### config.mk
export PLATFORM = sky130hd
export DESIGN_NAME = mmio_uart_bridge
export DESIGN_NICKNAME = d
export VERILOG_FILES = /design/src/rtl/mmio_uart_bridge_pkg.sv /design/src/rtl/uart_tx_fifo.sv /design/src/rtl/mmio_uart_bridge.sv
export SDC_FILE = /design/constraint.sdc
export NUM_CORES = 1
export LEC_CHECK = 0
export CORE_AREA = 3 3 157 159
export CTS_BUF_LIST = sky130_fd_sc_hd__clkbuf_4 sky130_fd_sc_hd__clkbuf_8 sky130_fd_sc_hd__clkbuf_16
export DETAILED_ROUTE_END_ITERATION = 7
export DIE_AREA = 0 0 160 162
export GPL_ROUTABILITY_DRIVEN = 0
export PLACE_DENSITY = 0.77
export SLEW_MARGIN = 5
export SYNTH_ARGS = -nofsm -noshare
export SYNTH_HDL_FRONTEND = slang
export SYNTH_SLANG_ARGS = --single-unit
### constraint.sdc
create_clock -name clk -period 2.1 [get_ports clk]
set_input_delay 0.525 -clock clk [delete_from_list [all_inputs] [get_ports clk]]
set_output_delay 0.525 -clock clk [all_outputs]
set_load 0.01 [all_outputs]
### src/rtl/mmio_uart_bridge_pkg.sv
// Shared constants for the memory-port / UART bridge.
// Register map, status bit positions and UART FSM states.
package mmio_uart_bridge_pkg;

   localparam int DEF_DATA_W = 64;
   localparam int DEF_ADDR_W = 13;
   localparam int BYTE_W     = 8;

   // Window is the top 2**WIN_BITS bytes of the address space
   localparam int WIN_BITS = 5;

   localparam logic [1:0] REG_DATA = 2'd0;
   localparam logic [1:0] REG_CTRL = 2'd1;

   localparam int ST_TX_FULL  = 0;
   localparam int ST_TX_EMPTY = 1;
   localparam int ST_RX_VALID = 2;
   localparam int ST_OVERFLOW = 3;

   localparam int CTRL_CLR_RX  = 0;
   localparam int CTRL_CLR_OVF = 1;

   localparam int RX_VALID_BIT = 8;

   typedef enum logic [1:0] {
      U_IDLE,
      U_START,
      U_DATA,
      U_STOP
   } uart_state_e;

endpackage

### src/rtl/uart_tx_fifo.sv
// Byte FIFO feeding the UART transmitter.
// Pointers carry one extra wrap bit to tell full from empty.
module uart_tx_fifo
   import mmio_uart_bridge_pkg::*;
#(
   parameter int DEPTH = 16,
   parameter int W     = BYTE_W
) (
   input  logic         clk,
   input  logic         rst,
   input  logic         push,
   input  logic [W-1:0] din,
   input  logic         pop,
   output logic [W-1:0] dout,
   output logic         full,
   output logic         empty
);

   localparam int AW = $clog2(DEPTH);

   logic [AW:0]  wr_ptr;
   logic [AW:0]  rd_ptr;
   logic [W-1:0] mem [DEPTH];
   logic         do_push;
   logic         do_pop;

   assign empty = (wr_ptr == rd_ptr);
   assign full  = (wr_ptr[AW] != rd_ptr[AW])
               && (wr_ptr[AW-1:0] == rd_ptr[AW-1:0]);

   // A pop frees the slot the push lands in, so full+pop still accepts
   assign do_push = push && (!full || pop);
   assign do_pop  = pop && !empty;
   assign dout    = mem[rd_ptr[AW-1:0]];

   always_ff @(posedge clk) begin
      if (rst) begin
         wr_ptr <= '0;
         rd_ptr <= '0;
      end else begin
         if (do_push) wr_ptr <= wr_ptr + 1'b1;
         if (do_pop)  rd_ptr <= rd_ptr + 1'b1;
      end
   end

   always_ff @(posedge clk) begin
      if (do_push) mem[wr_ptr[AW-1:0]] <= din;
   end

endmodule

### src/rtl/mmio_uart_bridge.sv
// Splits core memory accesses between BRAM and a UART MMIO window,
// keeping one fixed load latency for both targets.
module mmio_uart_bridge
   import mmio_uart_bridge_pkg::*;
#(
   parameter int DATA_W       = DEF_DATA_W,
   parameter int ADDR_W       = DEF_ADDR_W,
   parameter int LOAD_LATENCY = 1,
   parameter int CLK_PER_BIT  = 868,
   parameter int TXFIFO_DEPTH = 16
) (
   input  logic                clk,
   input  logic                rst,
   input  logic [ADDR_W-1:0]   mem_addr,
   input  logic [DATA_W-1:0]   st_data,
   input  logic [DATA_W/8-1:0] we,
   output logic [DATA_W-1:0]   ld_data,
   output logic [ADDR_W-1:0]   bram_addr,
   output logic [DATA_W-1:0]   bram_din,
   output logic [DATA_W/8-1:0] bram_we,
   input  logic [DATA_W-1:0]   bram_dout,
   output logic                uart_tx,
   input  logic                uart_rx
);

   localparam int CW = $clog2(CLK_PER_BIT + 1);
   localparam logic [CW-1:0] BIT_LAST  = CW'(CLK_PER_BIT - 1);
   localparam logic [CW-1:0] HALF_LAST = CW'(CLK_PER_BIT / 2 - 1);

   logic       in_win;
   logic [1:0] reg_sel;
   logic       wr_data;
   logic       wr_ctrl;

   assign in_win  = &mem_addr[ADDR_W-1:WIN_BITS];
   assign reg_sel = mem_addr[4:3];
   assign wr_data = in_win && (reg_sel == REG_DATA) && we[0];
   assign wr_ctrl = in_win && (reg_sel == REG_CTRL) && we[0];

   assign bram_addr = mem_addr;
   assign bram_din  = st_data;
   assign bram_we   = in_win ? '0 : we;

   logic       tx_pop;
   logic       tx_full;
   logic       tx_empty;
   logic [7:0] fifo_dout;

   uart_tx_fifo #(
      .DEPTH (TXFIFO_DEPTH),
      .W     (BYTE_W)
   ) u_tx_fifo (
      .clk   (clk),
      .rst   (rst),
      .push  (wr_data),
      .din   (st_data[7:0]),
      .pop   (tx_pop),
      .dout  (fifo_dout),
      .full  (tx_full),
      .empty (tx_empty)
   );

   logic overflow;

   always_ff @(posedge clk) begin
      if (rst) begin
         overflow <= 1'b0;
      end else if (wr_data && tx_full && !tx_pop) begin
         overflow <= 1'b1;
      end else if (wr_ctrl && st_data[CTRL_CLR_OVF]) begin
         overflow <= 1'b0;
      end
   end

   uart_state_e tx_state;
   logic [CW-1:0] tx_cnt;
   logic [2:0]    tx_bit;
   logic [7:0]    tx_shift;
   logic          tx_line;
   logic          tx_bit_end;

   assign tx_bit_end = (tx_cnt == BIT_LAST);
   // Popping at the end of STOP chains frames with no idle gap
   assign tx_pop = !tx_empty
                && ((tx_state == U_IDLE)
                 || (tx_state == U_STOP && tx_bit_end));
   assign uart_tx = tx_line;

   always_ff @(posedge clk) begin
      if (rst) begin
         tx_state <= U_IDLE;
         tx_cnt   <= '0;
         tx_bit   <= '0;
         tx_shift <= '0;
         tx_line  <= 1'b1;
      end else begin
         unique case (tx_state)
            U_IDLE: begin
               if (tx_pop) begin
                  tx_shift <= fifo_dout;
                  tx_line  <= 1'b0;
                  tx_cnt   <= '0;
                  tx_state <= U_START;
               end
            end
            U_START: begin
               if (tx_bit_end) begin
                  tx_cnt   <= '0;
                  tx_bit   <= '0;
                  tx_line  <= tx_shift[0];
                  tx_state <= U_DATA;
               end else begin
                  tx_cnt <= tx_cnt + CW'(1);
               end
            end
            U_DATA: begin
               if (tx_bit_end) begin
                  tx_cnt <= '0;
                  if (tx_bit == 3'd7) begin
                     tx_line  <= 1'b1;
                     tx_state <= U_STOP;
                  end else begin
                     tx_bit   <= tx_bit + 3'd1;
                     tx_shift <= tx_shift >> 1;
                     tx_line  <= tx_shift[1];
                  end
               end else begin
                  tx_cnt <= tx_cnt + CW'(1);
               end
            end
            U_STOP: begin
               if (tx_bit_end) begin
                  tx_cnt <= '0;
                  if (tx_pop) begin
                     tx_shift <= fifo_dout;
                     tx_line  <= 1'b0;
                     tx_state <= U_START;
                  end else begin
                     tx_state <= U_IDLE;
                  end
               end else begin
                  tx_cnt <= tx_cnt + CW'(1);
               end
            end
         endcase
      end
   end

   logic rx_s1;
   logic rx_s2;
   logic rx_prev;

   always_ff @(posedge clk) begin
      if (rst) begin
         rx_s1   <= 1'b1;
         rx_s2   <= 1'b1;
         rx_prev <= 1'b1;
      end else begin
         rx_s1   <= uart_rx;
         rx_s2   <= rx_s1;
         rx_prev <= rx_s2;
      end
   end

   uart_state_e rx_state;
   logic [CW-1:0] rx_cnt;
   logic [2:0]    rx_bit;
   logic [7:0]    rx_shift;
   logic [7:0]    rx_byte;
   logic          rx_valid;

   always_ff @(posedge clk) begin
      if (rst) begin
         rx_state <= U_IDLE;
         rx_cnt   <= '0;
         rx_bit   <= '0;
         rx_shift <= '0;
         rx_byte  <= '0;
         rx_valid <= 1'b0;
      end else begin
         if (wr_ctrl && st_data[CTRL_CLR_RX]) rx_valid <= 1'b0;
         unique case (rx_state)
            U_IDLE: begin
               if (rx_prev && !rx_s2) begin
                  rx_cnt   <= '0;
                  rx_state <= U_START;
               end
            end
            U_START: begin
               if (rx_cnt == HALF_LAST) begin
                  rx_cnt   <= '0;
                  rx_bit   <= '0;
                  rx_state <= rx_s2 ? U_IDLE : U_DATA;
               end else begin
                  rx_cnt <= rx_cnt + CW'(1);
               end
            end
            U_DATA: begin
               if (rx_cnt == BIT_LAST) begin
                  rx_cnt   <= '0;
                  rx_shift <= {rx_s2, rx_shift[7:1]};
                  if (rx_bit == 3'd7) rx_state <= U_STOP;
                  else rx_bit <= rx_bit + 3'd1;
               end else begin
                  rx_cnt <= rx_cnt + CW'(1);
               end
            end
            U_STOP: begin
               if (rx_cnt == BIT_LAST) begin
                  rx_cnt   <= '0;
                  rx_state <= U_IDLE;
                  // A fresh frame wins over a same-cycle clear
                  if (rx_s2) begin
                     rx_byte  <= rx_shift;
                     rx_valid <= 1'b1;
                  end
               end else begin
                  rx_cnt <= rx_cnt + CW'(1);
               end
            end
         endcase
      end
   end

   logic [DATA_W-1:0] mmio_rd;

   always_comb begin
      mmio_rd = '0;
      if (in_win) begin
         case (reg_sel)
            REG_DATA: begin
               mmio_rd[RX_VALID_BIT] = rx_valid;
               mmio_rd[7:0]          = rx_byte;
            end
            REG_CTRL: begin
               mmio_rd[ST_OVERFLOW] = overflow;
               mmio_rd[ST_RX_VALID] = rx_valid;
               mmio_rd[ST_TX_EMPTY] = tx_empty;
               mmio_rd[ST_TX_FULL]  = tx_full;
            end
            default: ;
         endcase
      end
   end

   logic [LOAD_LATENCY-1:0] sel_pipe;
   logic [DATA_W-1:0]       mmio_pipe [LOAD_LATENCY];

   always_ff @(posedge clk) begin
      if (rst) begin
         sel_pipe <= '0;
         for (int i = 0; i < LOAD_LATENCY; i++) begin
            mmio_pipe[i] <= '0;
         end
      end else begin
         sel_pipe[0]  <= in_win;
         mmio_pipe[0] <= mmio_rd;
         for (int i = 1; i < LOAD_LATENCY; i++) begin
            sel_pipe[i]  <= sel_pipe[i-1];
            mmio_pipe[i] <= mmio_pipe[i-1];
         end
      end
   end

   assign ld_data = sel_pipe[LOAD_LATENCY-1]
                  ? mmio_pipe[LOAD_LATENCY-1]
                  : bram_dout;

endmodule

### After elaboration in Yosys (flattened, before gate mapping)

Memory sizes are Yosys's and may differ from the RTL's. A register that Yosys moved wholly into a read port is not among the register bits.
Index checks and enable logic that the tools add are counted.
W data, S select, Z words.

* memory bits (writable): 137
* register bits after elaboration: 71
* memories: 2
* ROM bits: 0
* bits of input ports: 152
* word-level logic and storage cells: 152
* output and inout bits: 150
* bits in latches: 0

* multiply operators: 0
* divide/modulo/power cells: 0
* multiplexer cells: 60
* equal/unequal tests: 27
* shifts and indexed selects: 0
* bitwise gates (word level): 0
* $lt $le $gt $ge: 0
* reductions and logical operators: 39
* $add $sub $neg: 6

Memories
* u_tx_fifo.mem: words 16, width 8, rd ports 1, clocked after memory_dff 1, write ports 1, line uart_tx_fifo.sv:23 `logic [W-1:0] mem [DEPTH];`
* mmio_pipe: words 1, width 9, rd ports 1, clocked after memory_dff 0, write ports 1, line mmio_uart_bridge.sv:247 `logic [DATA_W-1:0] mmio_pipe [LOAD_LATENCY];`

Operators by type and width (number)
* $mux W64: 1
* $mux W10: 5
* $mux W8: 5
* $pmux W10 S3: 1
* $ne A2 B2 Y1 const B: 12
* $pmux W8 S3: 1
* $mux W2: 11
* $add A10 B1 Y10 const B: 2
* $eq A10 B10 Y1 const B: 2
* $pmux W10 S2: 1
* $mux W1: 18
* $mux W3: 6
* $mux W9: 2
* $pmux W2 S4: 2
* $logic_and A1 B1 Y1: 14
* $pmux W3 S2: 2
* $reduce_and A4 Y1: 3
* $add A5 B1 Y5 const B: 2
* $eq A10 B9 Y1 const B: 1
* $reduce_and A5 Y1: 2
* $reduce_or A9 Y1: 1
* $eq A2 B2 Y1 const B: 4
* $mux W4: 2
* $pmux W4 S2: 1
* other kinds (18): 31

### Logic depth before layout (Yosys ltp)

* depth after elaboration: 8
* gate-level depth with buffers: 9
* mapped depth without buffers: 7

### By module

From an unflattened synthesis, not the netlist that was laid out.

* cell total of the unflattened synthesis: 774
* area total of the unflattened synthesis: 10080.9 µm²

By module, submodules not included
* uart_tx_fifo: area each 5736.8 µm², cells an instance 265, sequential area each 4124.0 µm², times used 1
* mmio_uart_bridge: area each 4344.2 µm², cells an instance 509, sequential area each 1401.3 µm², times used 1

### Least setup slack after synthesis

OpenSTA, ideal clock, no wires.

* kind: input to register
* start: input port we[0]
* end: memory u_tx_fifo.mem[0][0] in the netlist's numbering (enable)
* stages on the path: 5
* path buffers: 1
* setup time: 0.332 ns
* setup slack: -0.002 ns
* arrival: 1.770 ns
* data required time: 1.768 ns
* cell sequence: or2b_2 nor4_1 o31a_1 clkbuf_1 and3_1

* word-level cells in the longest chain between the ends: 4

RTL lines
* start: declaration: line mmio_uart_bridge.sv:16 `input logic [DATA_W/8-1:0] we,`
* $logic_and A1 B1 Y1: line mmio_uart_bridge.sv:37 `assign wr_data = in_win && (reg_sel == REG_DATA) && we[0];`
* $logic_and A1 B1 Y1: line uart_tx_fifo.sv:32 `assign do_push = push && (!full || pop);`
* $mux W1: line uart_tx_fifo.sv:47 `if (do_push) mem[wr_ptr[AW-1:0]] <= din;`
* $mux W1 (implied by the code): line uart_tx_fifo.sv:47
* end: declaration: line uart_tx_fifo.sv:23

Every way passes these cells.

### Worst setup path after layout

* start: register sel_pipe
* end: output port ld_data[34]

* word-level cells in the longest chain between the ends: 1

RTL lines
* start: declaration: line mmio_uart_bridge.sv:246 `logic [LOAD_LATENCY-1:0] sel_pipe;`
* start signal: indexed assignment: line mmio_uart_bridge.sv:259 `sel_pipe[i] <= sel_pipe[i-1];`
* $mux W64: line mmio_uart_bridge.sv:266 `? mmio_pipe[LOAD_LATENCY-1]`
* end: declaration: line mmio_uart_bridge.sv:17 `output logic [DATA_W-1:0] ld_data,`

Every way passes these cells.

==> summary.md <==
| Metric | Value |
|---|---|
| Status | finished with violations |
| Violated checks | negative setup slack |
| Layout fillers | around 1900 |
| WL final | roughly 26000 um |
| Vias post-DR | around 7000 |
| Hold Path Class | in2reg |
| Clk_lat worst skew | 0.52 ns |
| Asr flop ratio synth | 0% |
| CP Data Arrival Time | approximately 1.6 ns |
| Worst-path clk slew | approximately 0.060 ns |
| Vias per cell | about 5.4 |
| Layout Area Growth over Synthesis | 27.3% |
| Setup Crit Path Kind | reg2out |
| Multiplexer area fraction after synthesis | a little over a tenth |
| Fin. Hold Viols | 0 |
| First-pass GRT wire length | between 30000 and 40000 um |
| CTS tree | done |
| Number of global-route vias before repair | about 6800 |
| Worst Path Max Fanout | 16 |
| Reg2reg end | tx_shift[2]$_SDFFE_PP0P_ |
| Total grt overflow | 0 |
| Post-Place Worst Slack | -0.604 ns |
| Post-route clock period utilization | 101% |
| Mean Syn Cell Area | 12.4 um2 |
| Post-route ant nets | 0 |
| CP Data Required Time | about 1.6 ns |
| Post-synth top area cell | edfxtp_1 |
| Final WS setup | -0.0310 ns |
| Initial antenna violation count | 0 |
| Die X-Extent | between 150 and 200 um |
| Mapped Nets | 983 |
| IO Count | slightly above 300 |
| Leak pwr | around 4.7 nW |
| Port Buffers | 183 |
| F_max | around 0.47 GHz |
| DRC errors left | 0 |
| Drt first-iter violations | about 810 |
| Fin. max-slew vios | 0 |
| Register area share after synthesis | ~55% |
| EDFF count, synth | between 100 and 150 |
| Post-synth top area share | 38.2% |
| Num CTS Buffers | 22 |
| Worst vdd ir | about 600 uV |
| Final setup vio count | 7 |
| Cell Pwr Density | 913 nW/um2 |
| DR WL/cell | roughly 20 um |
| Main synth FF type | edfxtp_1 |
| Post-synthesis compound-gate area fraction | 9.12% |
| Core ar. | about 23000 um2 |
| Most frequent cells in the layout | 128 x edfxtp_1, 97 x clkdlybuf4s50_1, 81 x dfxtp_1 |
| Synth warnings | 0 |
| R2R Setup Slk | roughly 0.09 ns |
| Total design power | about 0.012 W |
| Largest net degree at the start of global routing | 34 |
| H-Tree Depth | 1 |
| CTS root buf | clkbuf_16 |
| Worst-margin pin slew | ~0.80 ns |
| Main combinational cell family by area after synthesis | simple AND/OR/NAND/NOR gates |
| Net count reported at finish | roughly 1100 |
| Pre-Repair DR Iteration Count | 5 |
| Gate Count Post-Synth | around 810 |
| Max_slew headroom | roughly 47% |
| Setup Skew | 0.0232 ns |
| Startpoint types | flop |
| Row Count | 56 |
| Hold_sp | rst |
| Crit. End Element | primary output |
| RSZ-0062 raised after global routing | true |
| Die Y | 162 um |
| Fin util | a little over half |
| Synth Area in Adders | 2.11% |
| N_diodes | 0 |
| Post-synthesis simple-gate area fraction | 13.9% |
| Post-layout minimum cycle time | around 2.1 ns |
| Share of layout cells above drive strength 1 | between 20% and 30% |
| Final HPWL from detailed placement | between 15000 and 20000 um |
| Post-synthesis cell type count | 71 |
| Number of cells on the worst reg-to-reg path | 7 |
| Post-synthesis sequential element count | about 210 |
| Initial Utilization | between 40 and 50% |
| Most common cell after layout, fill and taps aside | edfxtp_1 |
| Synth Cell Area | approximately 10000 um2 |
| Hold Path End | rx_byte[5]$_SDFFE_PP0P_ |
| DIE AREA | between 20000 and 30000 um2 |
| Total of max-cap violations | 0 |
| Post-synthesis xor/xnor area fraction | 0.871% |
| Clock Path Buffers | 3 |
| All-layer global routing usage | a little under a fifth |
| Worst Hold Path Cells | 2 |
| Ranking of synthesized cells by area | edfxtp_1 38%, dfxtp_1 17%, mux4_2 7.2% |
| CTS Sinks | ~210 |
-- synthesized netlist by cell type (3+ instances only) --
cell type,count
edfxtp_1,128
dfxtp_1,84
buf_4,79
nor2b_1,71
nor2_1,52
a21oi_1,50
mux4_2,32
nand2_1,23
mux2i_1,22
clkbuf_1,21
o21ai_0,18
and3_1,17
ha_1,17
inv_1,17
a22oi_1,15
nand4_1,12
a311oi_1,10
mux2_2,10
a211oi_1,9
nand3_1,9
and3_2,8
and2_1,7
nor3_1,7
xnor2_1,7
buf_2,6
buf_6,5
nand3b_1,5
nand2b_1,4
a31oi_1,3
a41oi_1,3
and4b_1,3
buf_1,3
nand4b_1,3
nor4_1,3
o21a_1,3
or2_2,3
or3_1,3
xor2_1,3
-- kinds of logic (layout without fill, tap and decap cells) --
| group | Yosys count | after routing |
|---|---|---|
| simple gates | 244 | 244 |
| flops | 212 | 212 |
| compound gates | 134 | 134 |
| buf+inv | 133 | 306 |
| mux | 64 | 64 |
| fa+ha+maj | 17 | 17 |
| xor+xnor | 10 | 10 |
-- through the flow --
stage	hold slack, ns	instances	instance area [um2]	TNS, ns
5_1_grt	0.394	1306	12800	-2.77
3_5_place_dp	0.396	1251	12000	-88.99
2_1_floorplan	0.389	814	10100	0
6_report	0.383	1306	12800	-0.0618
3_3_place_gp	0.404	1251	12000	-90.23
4_1_cts	0.371	1298	12700	-0.396
-- flip-flops by register name, summed over array words and instances (netlist names), 8 cells and up, named ones only --
name,flops
mmio_pipe,9
rx_byte,8
rx_cnt,10
rx_shift,8
tx_cnt,10
tx_shift,8
u_tx_fifo.mem,128
-- where the power goes --
part	leakage [nW]	switching [W]	internal (W)
logic	2.45	0.00135	0.00134
registers	1.83	0.000101	0.00453
clock network	0.406	0.00159	0.00278
-- worst max-delay path by stage --
| stage | to | startpoint | slack, ns |
|---|---|---|---|
| floorplan | u_tx_fifo.mem[0][0]$_DFFE_PP_ | we[0] | 0.07 |
| global route | ld_data[34] | sel_pipe$_SDFF_PP0_ | -0.08 |
| global placement | bram_we[0] | mem_addr[6] | -0.61 |
| detailed placement | u_tx_fifo.mem[0][6]$_DFFE_PP_ | mem_addr[6] | -0.60 |
| finish | ld_data[34] | sel_pipe$_SDFF_PP0_ | -0.03 |
| CTS | ld_data[31] | sel_pipe$_SDFF_PP0_ | -0.09 |
-- routing by layer --
metal	wire length (um)	global-route usage, %
met2	12600	29.9
met3	1800	3.55
met1	11400	26.6
met4	658	6.07
met5	0	0
-- worst max-delay path, cell delays in order (launching register included) --
cell and delay [ns]:
dfxtp_4 0.37, buf_8 0.14, clkbuf_16 0.18, buf_12 0.15, nor2b_2 0.12, buf_2 0.14
-- what timing repair did --
| action | in CTS | in global routing |
|---|---|---|
| gates resized for setup | 150 | 128 |
| cloned | 0 | 2 |
| buffers inserted | 7 | 6 |
| endpoints found under the setup margin | 213 | 199 |
| hold buffers | 0 | 0 |
| pin swaps | 3 | 3 |
-- final cells by class --
cell class / count / area [um2] / area share [%]
Clock buffer: 27 / 601 / 4.69
Tap cell: 319 / 399 / 3.12
Timing Repair Buffer: 249 / 2150 / 16.8
Sequential cell: 212 / 5530 / 43.2
Clock inverter: 13 / 234 / 1.83
Multi-Input combinational cell: 469 / 3820 / 29.9
Inverter: 17 / 63.8 / 0.498
Power figures use the tool's default switching activity.
==> patch: new RTL, config.mk and constraints unchanged <==
Re-encode `uart_state_e` (4 states) as one-hot, 4 bits wide.
--- a/src/rtl/mmio_uart_bridge_pkg.sv
+++ b/src/rtl/mmio_uart_bridge_pkg.sv
@@ -22,11 +22,11 @@
 
    localparam int RX_VALID_BIT = 8;
 
-   typedef enum logic [1:0] {
-      U_IDLE,
-      U_START,
-      U_DATA,
-      U_STOP
+   typedef enum logic [3:0] {
+      U_IDLE  = 4'b0001,
+      U_START = 4'b0010,
+      U_DATA  = 4'b0100,
+      U_STOP  = 4'b1000
    } uart_state_e;
 
 endpackage
Function: same outputs for any inputs over 4 cycles, from zero or initial values and one cycle with rst high; so few cycles prove little.
==> patch against the unedited design <==
The flow still finishes with violations (negative setup slack); design area rose by 5.5%; global-route usage rose by 6.4 points; sequential cell count rose by 4; fmax fell by 6.6%; area after synthesis fell by 0.77%; largest cell class unchanged; wire length rose by 29%; worst setup slack got worse by 150 ps.
Power is not compared: it rests on default switching activity, and its combinational part moved more than twofold at a synthesized area within 25%.
==> patch: results <==
[sta]
holdWs_ps = 373.0
fin_skew_ps = 18.89
setup_slack_ps = -182.6
setup_viol = 131
slew_headroom = 0.6432
fin_setup_tns_ps = -13470

[detailed_routing]
drt_iter0_drc = 576
vias = 7168
avgViaCountPerCell = 5.341
wire_per_inst_um = 25.42

[placed_design]
place_ws_ps = -734.0
place_inst = 1280
placed_area_sq_um = 12490
dp_hpwl_um = 26110

[synthesis]
synthDistinctLibCells = 62
ys_warn_count = 0
synth_common_cells = 128 x edfxtp_1, 93 x nor2_1, 88 x dfxtp_1, 80 x buf_4, 59 x nor2b_1
synth_area_leaders = edfxtp_1 39%, dfxtp_1 18%, mux4_2 8.4%
syn_avg_cell_area_sq_um = 12.57
ys_seq_area_frac = 0.5617
synth_nets = 958
async_flop_share = 0
ys_ff_latch = 216

[setup_path]
worstPathMaxFanout = 5
r2r_cells = 8
r2r-end = u_tx_fifo.mem[1][7]
critPathLaunch = tx_cnt[1]
worstPathArrival_ps = 2500

[clock_network]
clock_path_buffers = 3
cts_resized = 267
cts_made_buffers = 23
post-cts-setup-buffers = 11
path_clk_slew_ps = 60
clk_latency_ps = 500

[hold_path]
hp-class = primary input to flop
min_to = rx_byte[4]

[cells_and_area]
n_clock_buffer = 28
num-nonclk-inverters = 8
drive_gt1_frac = 0.3245
n_fill_cell = 1903
largest_reg_flops = 128
clk_share = 0.05670
multiInputGateArea_sq_um = 3891
buf_share = 0.2076
multi_input_cells = 455
diodes = 0
nets = 1171
seq_share = 0.4158
syn2layout_area_growth_pct = 35.33
buffers = 303

[run_status]
outcome = complete, but fails checks
violations = negative setup slack

[global_route]
grt_pass1_wl_um = 48550
grt_max_degree = 33
grt_use_total = 0.2531
antenna_found_initial = 1

[power]
vdd_drop_max_v = 0.0006807
-- patch: cell count changes after synthesis, sizes merged, moves of 6 or more --
cell   before  now
xor2        3   13
o21ai      19    6
and3       25    8
nor2b      71   59
nand2      23   33
a22oi      16    4
and2        9   15
a21oi      51   13
mux2i      22   30
nor2       53   95
inv        17    8
xnor2       7   17
-- patch: cell families (layout without fill, tap and decap cells) --
group / count (synthesis) / after routing / share of synthesized area
simple gates: 283 / 283 / 0.1520
flops: 216 / 216 / 0.5617
buf+inv: 123 / 352 / 0.08137
mux: 81 / 81 / 0.1294
compound gates: 49 / 49 / 0.03348
xor+xnor: 30 / 30 / 0.02708
fa+ha+maj: 12 / 12 / 0.01504
-- patch: layer usage --
metal	vias up	part of all wire	routed length, um	GRT usage
met5	-	0	0	0
met1	3521	0.37	12530	0.3049
met2	395	0.48	16460	0.4220
li1	3198	-	-	-
met3	54	0.12	3935	0.09921
met4	0	0.035	1193	0.07732
-- patch: critical path, stage by stage (launching register included) --
cell and delay (ps):
dfxtp_2 360, ha_4 140, and4b_1 250, a41oi_2 130
o211ai_1 350, and2_4 330, nand2_8 110, nor3_4 190
buf_6 160
-- patch: power breakdown --
part	switching, mW	leakage (nW)	internal, mW	total (mW)
combinational	0.584	2.69	0.576	1.16
sequential	0.0478	1.86	4.53	4.58
clock	1.62	0.375	2.47	4.09
-- patch: worst max path at each step --
stage                               end
global placement    u_tx_fifo.mem[0][3]
finish              u_tx_fifo.mem[1][7]
global route        u_tx_fifo.mem[1][6]
detailed placement  u_tx_fifo.mem[0][3]
CTS                 u_tx_fifo.mem[1][6]
floorplan           u_tx_fifo.mem[1][0]
